[config.mk]
export PLATFORM = sky130hd
export DESIGN_NAME = ysyx_23060201_mem_arbiter
export DESIGN_NICKNAME = d
export VERILOG_FILES = /design/src/rtl/ysyx_23060201_mem_arbiter_pkg.sv /design/src/rtl/ysyx_23060201_rr_arb2.sv /design/src/rtl/ysyx_23060201_mem_arbiter.sv
export SDC_FILE = /design/constraint.sdc
export NUM_CORES = 1
export LEC_CHECK = 0
export CAP_MARGIN = 20
export CORE_UTILIZATION = 39
export CTS_CLUSTER_DIAMETER = 30
export DETAILED_ROUTE_END_ITERATION = 10
export PLACE_DENSITY = 0.9
export SETUP_SLACK_MARGIN = 0.15
export SLEW_MARGIN = 20
export SYNTH_ARGS = -nofsm -noshare
export SYNTH_HDL_FRONTEND = slang
export SYNTH_SLANG_ARGS = --single-unit
[constraint.sdc]
create_clock -name clk -period 4.7 [get_ports clk]
set_input_delay 0.705 -clock clk [delete_from_list [all_inputs] [get_ports clk]]
set_output_delay 0.705 -clock clk [all_outputs]
set_load 0.05 [all_outputs]
[src/rtl/ysyx_23060201_mem_arbiter_pkg.sv]
// Shared types for the IFU/LSU memory arbiter: FSM state encoding, owner
// encoding and the latency counter width.
package ysyx_23060201_mem_arbiter_pkg;

  typedef enum logic [1:0] {
    ST_IDLE  = 2'd0,
    ST_ISSUE = 2'd1,
    ST_WAIT  = 2'd2,
    ST_RESP  = 2'd3
  } state_t;

  typedef enum logic {
    OWNER_IFU = 1'b0,
    OWNER_LSU = 1'b1
  } owner_t;

  localparam int CNT_W = 4;

endpackage

[src/rtl/ysyx_23060201_rr_arb2.sv]
// Two-input round-robin grant: a lone requester always wins; on a conflict the
// requester that did not win last time is granted.
module ysyx_23060201_rr_arb2
  import ysyx_23060201_mem_arbiter_pkg::*;
(
  input  logic   req_ifu,
  input  logic   req_lsu,
  input  owner_t last_grant,
  output logic   gnt_ifu,
  output logic   gnt_lsu
);

  always_comb begin
    gnt_ifu = 1'b0;
    gnt_lsu = 1'b0;
    if (req_ifu && req_lsu) begin
      if (last_grant == OWNER_LSU) gnt_ifu = 1'b1;
      else                         gnt_lsu = 1'b1;
    end else begin
      gnt_ifu = req_ifu;
      gnt_lsu = req_lsu;
    end
  end

endmodule

[src/rtl/ysyx_23060201_mem_arbiter.sv]
// Shares one physical-memory port between IFU (reads) and LSU (reads/writes):
// one transaction at a time, a single-cycle memory strobe, then a latency wait.
module ysyx_23060201_mem_arbiter
  import ysyx_23060201_mem_arbiter_pkg::*;
#(
  parameter int ADDR_WIDTH = 32,
  parameter int DATA_WIDTH = 32,
  parameter int LATENCY    = 1
) (
  input  logic                  clk,
  input  logic                  rst,
  input  logic                  ifu_req_valid,
  output logic                  ifu_req_ready,
  input  logic [ADDR_WIDTH-1:0] ifu_req_addr,
  output logic                  ifu_resp_valid,
  input  logic                  ifu_resp_ready,
  output logic [DATA_WIDTH-1:0] ifu_resp_rdata,
  input  logic                  lsu_req_valid,
  output logic                  lsu_req_ready,
  input  logic                  lsu_req_wen,
  input  logic [ADDR_WIDTH-1:0] lsu_req_addr,
  input  logic [DATA_WIDTH-1:0] lsu_req_wdata,
  input  logic [7:0]            lsu_req_wmask,
  output logic                  lsu_resp_valid,
  input  logic                  lsu_resp_ready,
  output logic [DATA_WIDTH-1:0] lsu_resp_rdata,
  output logic                  mem_ren,
  output logic [ADDR_WIDTH-1:0] mem_raddr,
  input  logic [DATA_WIDTH-1:0] mem_rdata,
  output logic                  mem_wen,
  output logic [ADDR_WIDTH-1:0] mem_waddr,
  output logic [DATA_WIDTH-1:0] mem_wdata,
  output logic [7:0]            mem_wmask
);

  // WAIT is left when the counter is 0, so it starts at LATENCY-1.
  localparam logic [CNT_W-1:0] CNT_LOAD = CNT_W'((LATENCY > 0) ? LATENCY - 1 : 0);

  state_t                state, state_nxt;
  owner_t                last_grant, owner_q;
  logic                  wen_q;
  logic [ADDR_WIDTH-1:0] addr_q;
  logic [DATA_WIDTH-1:0] wdata_q, rdata_q;
  logic [7:0]            wmask_q;
  logic [CNT_W-1:0]      cnt;
  logic                  gnt_ifu, gnt_lsu, hs_ifu, hs_lsu, owner_ready;

  ysyx_23060201_rr_arb2 u_arb (
    .req_ifu    (ifu_req_valid),
    .req_lsu    (lsu_req_valid),
    .last_grant (last_grant),
    .gnt_ifu    (gnt_ifu),
    .gnt_lsu    (gnt_lsu)
  );

  assign ifu_req_ready = (state == ST_IDLE) && gnt_ifu;
  assign lsu_req_ready = (state == ST_IDLE) && gnt_lsu;
  assign hs_ifu        = ifu_req_valid && ifu_req_ready;
  assign hs_lsu        = lsu_req_valid && lsu_req_ready;
  assign owner_ready   = (owner_q == OWNER_IFU) ? ifu_resp_ready : lsu_resp_ready;

  always_ff @(posedge clk or posedge rst) begin
    if (rst) state <= ST_IDLE;
    else     state <= state_nxt;
  end

  always_comb begin
    state_nxt      = state;
    mem_ren        = 1'b0;
    mem_raddr      = '0;
    mem_wen        = 1'b0;
    mem_waddr      = '0;
    mem_wdata      = '0;
    mem_wmask      = '0;
    ifu_resp_valid = 1'b0;
    ifu_resp_rdata = '0;
    lsu_resp_valid = 1'b0;
    lsu_resp_rdata = '0;
    case (state)
      ST_IDLE:  if (hs_ifu || hs_lsu) state_nxt = ST_ISSUE;
      ST_ISSUE: begin
        state_nxt = (LATENCY == 0) ? ST_RESP : ST_WAIT;
        if (wen_q) begin
          mem_wen   = 1'b1;
          mem_waddr = addr_q;
          mem_wdata = wdata_q;
          mem_wmask = wmask_q;
        end else begin
          mem_ren   = 1'b1;
          mem_raddr = addr_q;
        end
      end
      ST_WAIT:  if (cnt == '0) state_nxt = ST_RESP;
      ST_RESP: begin
        if (owner_q == OWNER_IFU) begin
          ifu_resp_valid = 1'b1;
          ifu_resp_rdata = rdata_q;
        end else begin
          lsu_resp_valid = 1'b1;
          lsu_resp_rdata = rdata_q;
        end
        if (owner_ready) state_nxt = ST_IDLE;
      end
      default:  state_nxt = ST_IDLE;
    endcase
  end

  always_ff @(posedge clk or posedge rst) begin
    if (rst) begin
      last_grant <= OWNER_LSU;
      owner_q    <= OWNER_IFU;
      wen_q      <= 1'b0;
      addr_q     <= '0;
      wdata_q    <= '0;
      wmask_q    <= '0;
      rdata_q    <= '0;
      cnt        <= '0;
    end else begin
      if (hs_ifu) begin
        owner_q    <= OWNER_IFU;
        last_grant <= OWNER_IFU;
        wen_q      <= 1'b0;
        addr_q     <= ifu_req_addr;
        wdata_q    <= '0;
        wmask_q    <= '0;
      end else if (hs_lsu) begin
        owner_q    <= OWNER_LSU;
        last_grant <= OWNER_LSU;
        wen_q      <= lsu_req_wen;
        addr_q     <= lsu_req_addr;
        wdata_q    <= lsu_req_wdata;
        wmask_q    <= lsu_req_wmask;
      end
      if (state == ST_ISSUE) begin
        rdata_q <= wen_q ? '0 : mem_rdata;
        cnt     <= CNT_LOAD;
      end else if (state == ST_WAIT && cnt != '0) begin
        cnt <= cnt - CNT_W'(1);
      end
    end
  end

endmodule
* After elaboration in Yosys (flattened, before gate mapping) *
Cells that the tools add are included.
W data, S select, Z words.

word-level totals
  register bits after elaboration = 113
  bits in latches = 0
  RAM bits = 0
  ROM bits = 0
  input bits = 143
  output and inout port bits = 174
  word-level logic and storage cells = 71
  memories = 0

cells by class
  add/sub/neg operators = 1
  $mul = 0
  div/mod/pow operators = 0
  magnitude comparators = 0
  eq/ne operators = 6
  shift-type cells = 0
  mux-type cells = 42
  bitwise operators = 0
  reductions and logical operators = 13

operator list
  operator               count
  $mux W32               15
  $mux W8                4
  $mux W1                17
  $mux W4                2
  $pmux W2 S4            1
  $logic_and A1 B1 Y1    6
  $mux W2                3
  $eq A2 B2 Y1 const B   2
  $logic_not A4 Y1       1
  $ne A2 B2 Y1 const B   2
  $reduce_bool A2 Y1     2
  $reduce_bool A4 Y1     1
  $sub A4 B1 Y4 const B  1
  $reduce_and A3 Y1      1
  $eq A2 B1 Y1 const B   1
  $logic_not A2 Y1       1
  $ne A2 B1 Y1 const B   1
  $logic_or A1 B1 Y1     1

* Longest topological paths before layout *
  depth in word-level cells = 7
  mapped depth = 8
  gate-level depth less buffers = 6

* By module *
Synthesis repeated with hierarchy kept, for this count alone.

unflattened totals
  cell total of the unflattened synthesis = 710
  area, all modules = 6002.0 µm²

modules (own cells, without submodules)
  module                     instances  cells an instance  area an instance (µm²)  seq. area each (µm²)
  ysyx_23060201_mem_arbiter  1          707                5983.2                  2829.0
  ysyx_23060201_rr_arb2      1          3                  18.8                    0.0

* Least setup slack after synthesis *
Ideal clock, no wire load.

  kind = register to output
  start = register state[1]
  end = output port ifu_resp_rdata[22]
  arrival = 2.009 ns
  data required time = 3.995 ns
  setup slack = 1.986 ns
  cell stages (with the launch flop) = 5
  path buffers = 1
  cells stage by stage = dfrtp_1 -> ha_1 -> nor2b_1 -> clkbuf_1 -> and2_1

between the ends
  cells in the longest elaborated chain, start to end = 2

RTL lines
  what                    line                             source
  start, declared         ysyx_23060201_mem_arbiter.sv:39  state_t state, state_nxt;
  start signal, assigned  ysyx_23060201_mem_arbiter.sv:64  else state <= state_nxt;
  $eq A2 B2 Y1            ysyx_23060201_mem_arbiter.sv:79  case (state)
  $mux W32                ysyx_23060201_mem_arbiter.sv:79
  end, declared           ysyx_23060201_mem_arbiter.sv:17  output logic [DATA_WIDTH-1:0] ifu_resp_rdata,

No other way between the ends.

* Worst setup path after layout *
  start = register state[1]
  end = output port mem_raddr[14]

between the ends
  cells in the longest elaborated chain, start to end = 2

RTL lines
  what           line                             source
  $eq A2 B1 Y1   ysyx_23060201_mem_arbiter.sv:79
  $mux W32       ysyx_23060201_mem_arbiter.sv:79
  end, declared  ysyx_23060201_mem_arbiter.sv:28  output logic [ADDR_WIDTH-1:0] mem_raddr,

No other way between the ends.

==> metrics.txt <==
status complete, no violations; Final period util 79.24%; drt wl/cell 16.86 µm; first-pass GRT wire length 27,640 µm; setup ws final approximately 0.98 ns; Max Cap Viol 0; crit path DAT 3.02 ns; Core Rows between 40 and 50; Top-Level Pins 317; hold slack 0.4923 ns; antenna violations before repair 0; WL final 18,480 µm; dpl ws 1.387 ns; YS warnings 0; Overflow after GRT 0; ANT cells 0; Final Hold Fails 0; instance count on the critical path 6; met3 capacity usage during global routing 6.827%; Critical path buffers and inverters 3; f_max 268.5 MHz; WHS Path Cells 2; residual DRC count 0; HP Class flip-flop to flip-flop; TritonCTS Sinks 113; Post-Synthesis Cell Area 0.005757 mm²; drt pass-1 iters 4; routed vias 5,573; vias in the first global route 5,300; max_slew headroom 37.10%; GP Congestion ~0.79; initial drt markers 205; Core Area 0.01448 mm²; post-synthesis sequential area ratio 49.14%; Longest Clk Path Bufs 2; CP Max Fanout 30; largest area contributor in the netlist dfrtp_1; Clk Latency, worst-skew pair 0.40 ns; clock skew between 0.01 and 0.015 ns; nets@finish 1,050; #FFs+latches synth roughly 110; critical path cell sequence inv_1 -> ha_2 -> nor2b_4 -> buf_4 -> and2_1 -> clkdlybuf4s50_1; layout cells sized above 1 5.592%; clk root buf clkbuf_16; vias per std cell 5.085; # resized after CTS 0; # hold bufs at CTS 0; Top delay family on crit path buffers and inverters; die footprint 0.01525 mm²; final std cells w/o fill 1,096; antenna-violating nets left 0; R2R cell count 6; Initial Utilization 39.76%; post-DP HPWL 12,790 µm; critical path class flip-flop to output pin; Pleak 0.004648 µW; Syn Inst Count 610; Worst Path Required 3.99 ns; Die Y 123.5 µm; setup TNS 0 ns; CP Capture Type output pin; # setup viols final 0; syn_area_per_cell 9.437 µm²; TritonCTS clock tree built; Post CTS Setup Buffer Count 0; GR Util met1 ~29%; power per cell area 604.7 mW/mm²; Filler cells 1,141; Peak VDD IR 0.0002630 V; Final min period ~3.7 ns; GR Layer Usage met2 between 40 and 50%; CTS Buf Count 17; Least-Margin Pin Slew about 0.94 ns; Startpoint Class flip-flop; clock-pin slew of the registers on the worst-case setup and hold paths 0.06 ns; Synth area leaders dfrtp_1 (49%), and3_1 (11%), and2_1 (7.2%), a22o_1 (6.2%), mux2i_1 (5.7%); Unique masters post-synth 28; critical path's slowest cell clkdlybuf4s50_1; port bufs ~320; syn_nets about 760; Critical Path Max Stage Delay between 0.8 and 0.9 ns; Yosys top cell area share 48.69%; die width 123.5 µm; total track usage between 20% and 30%; fin. max-slew vios 0; H-tree depth 4; area added between synthesis and finish 67.77%; largest net degree at the start of global routing 110; Placed Cells incl. Taps 1,066; Most Crowded Layer GR met2; setup repair after global routing missed its margin no
-- metal layers --
metal	share of wire, %	wire, µm	vias up
met1	40	7452	2657
li1	-	-	2645
met4	1.7	312	0
met2	50	9258	250
met3	7.9	1451	21
met5	0	0	-
-- synthesized netlist by cell type --
cell type,instances
a211oi_1,2
a21o_1,2
a21oi_1,2
a221o_2,1
a22o_1,41
and2_1,66
and2_4,1
and3_1,104
buf_2,5
clkbuf_1,50
dfrtp_1,112
dfstp_2,1
ha_1,6
inv_1,39
mux2_4,1
mux2i_1,33
nand2_1,65
nand3_1,2
nor2_1,4
nor2b_1,2
nor3_1,1
o211ai_2,1
o21ai_0,58
o21ai_1,6
o21ai_2,1
or3b_4,1
xnor2_1,1
xor2_1,2
-- per-stage QoR --
stage | area (µm²) | power [µW] | utilization [%]
global route | 9658 | 6174 | 66.70
floorplan | 5757 | 3562 | -
global placement | 9074 | 4469 | 62.67
CTS | 9658 | 5863 | 66.70
finish | 9658 | 5841 | 66.70
detailed placement | 9074 | 4560 | 62.67
-- cell families after synthesis --
group                    after synthesis  share of synthesized area (%)
AND/OR/NAND/NOR                      246                          23.80
AO/OA/AOI/OAI                        114                          13.06
flip-flops                           113                          49.14
buffers and inverters                 94                          6.238
multiplexers                          34                          5.999
adder cells (fa/ha/maj)                6                          1.304
XOR/XNOR                               3                         0.4565
-- state kept, by name, summed over array words and instances, names as in the netlist --
signal,flops
wen_q,1
wmask_q,8
wdata_q,32
last_grant,1
addr_q,32
owner_q,1
rdata_q,32
cnt,4
state,2
-- where the power goes --
part	total [µW]	leakage (µW)	internal (µW)	switching, µW
Sequential	1770	0.00143	1430	345
Combinational	2780	0.00293	1000	1770
Clock	1290	0.000282	840	452
Total	5840	0.00465	3270	2570
-- layout make-up --
type                       instances  area, µm²  share of cell area, %
tap                              184      230.2                  2.384
multi-input combinational        403       2606                  26.99
clock buffer                      20      446.7                  4.625
clock inverter                    10      137.6                  1.425
sequential                       113       2830                  29.30
timing repair buffer             327       3258                  33.73
inverter                          39      148.9                  1.542
-- tightest hold or removal path: stages (launching register included) --
cell and delay, ns:
dfrtp_1 0.35, nand2_1 0.05, o21ai_0 0.06
-- worst paths after layout --
path | startpoint | endpoint | slack, ns
setup / recovery | state[1] | mem_raddr[14] | 0.98
setup reg to reg | state[1] | addr_q[28] | 2.59
min in group asynchronous | rst | addr_q[8] | 0.77
hold reg to reg | addr_q[26] | addr_q[26] | 0.49
max in group asynchronous | rst | last_grant | 3.10
hold / removal | addr_q[26] | addr_q[26] | 0.49
-- cells in the final DEF, fill, tap and decap left out, drive strengths merged, types with 3 or more instances in the layout --
cell and instances:
a22o 41, and2 67, and3 104, buf 11, bufinv 3, clkbuf 20
clkdlybuf4s50 316, clkinv 5, dfrtp 112, ha 6, inv 39, mux2i 33
nand2 65, nor2 4, o21ai 65
Power figures use the tool's default switching activity.
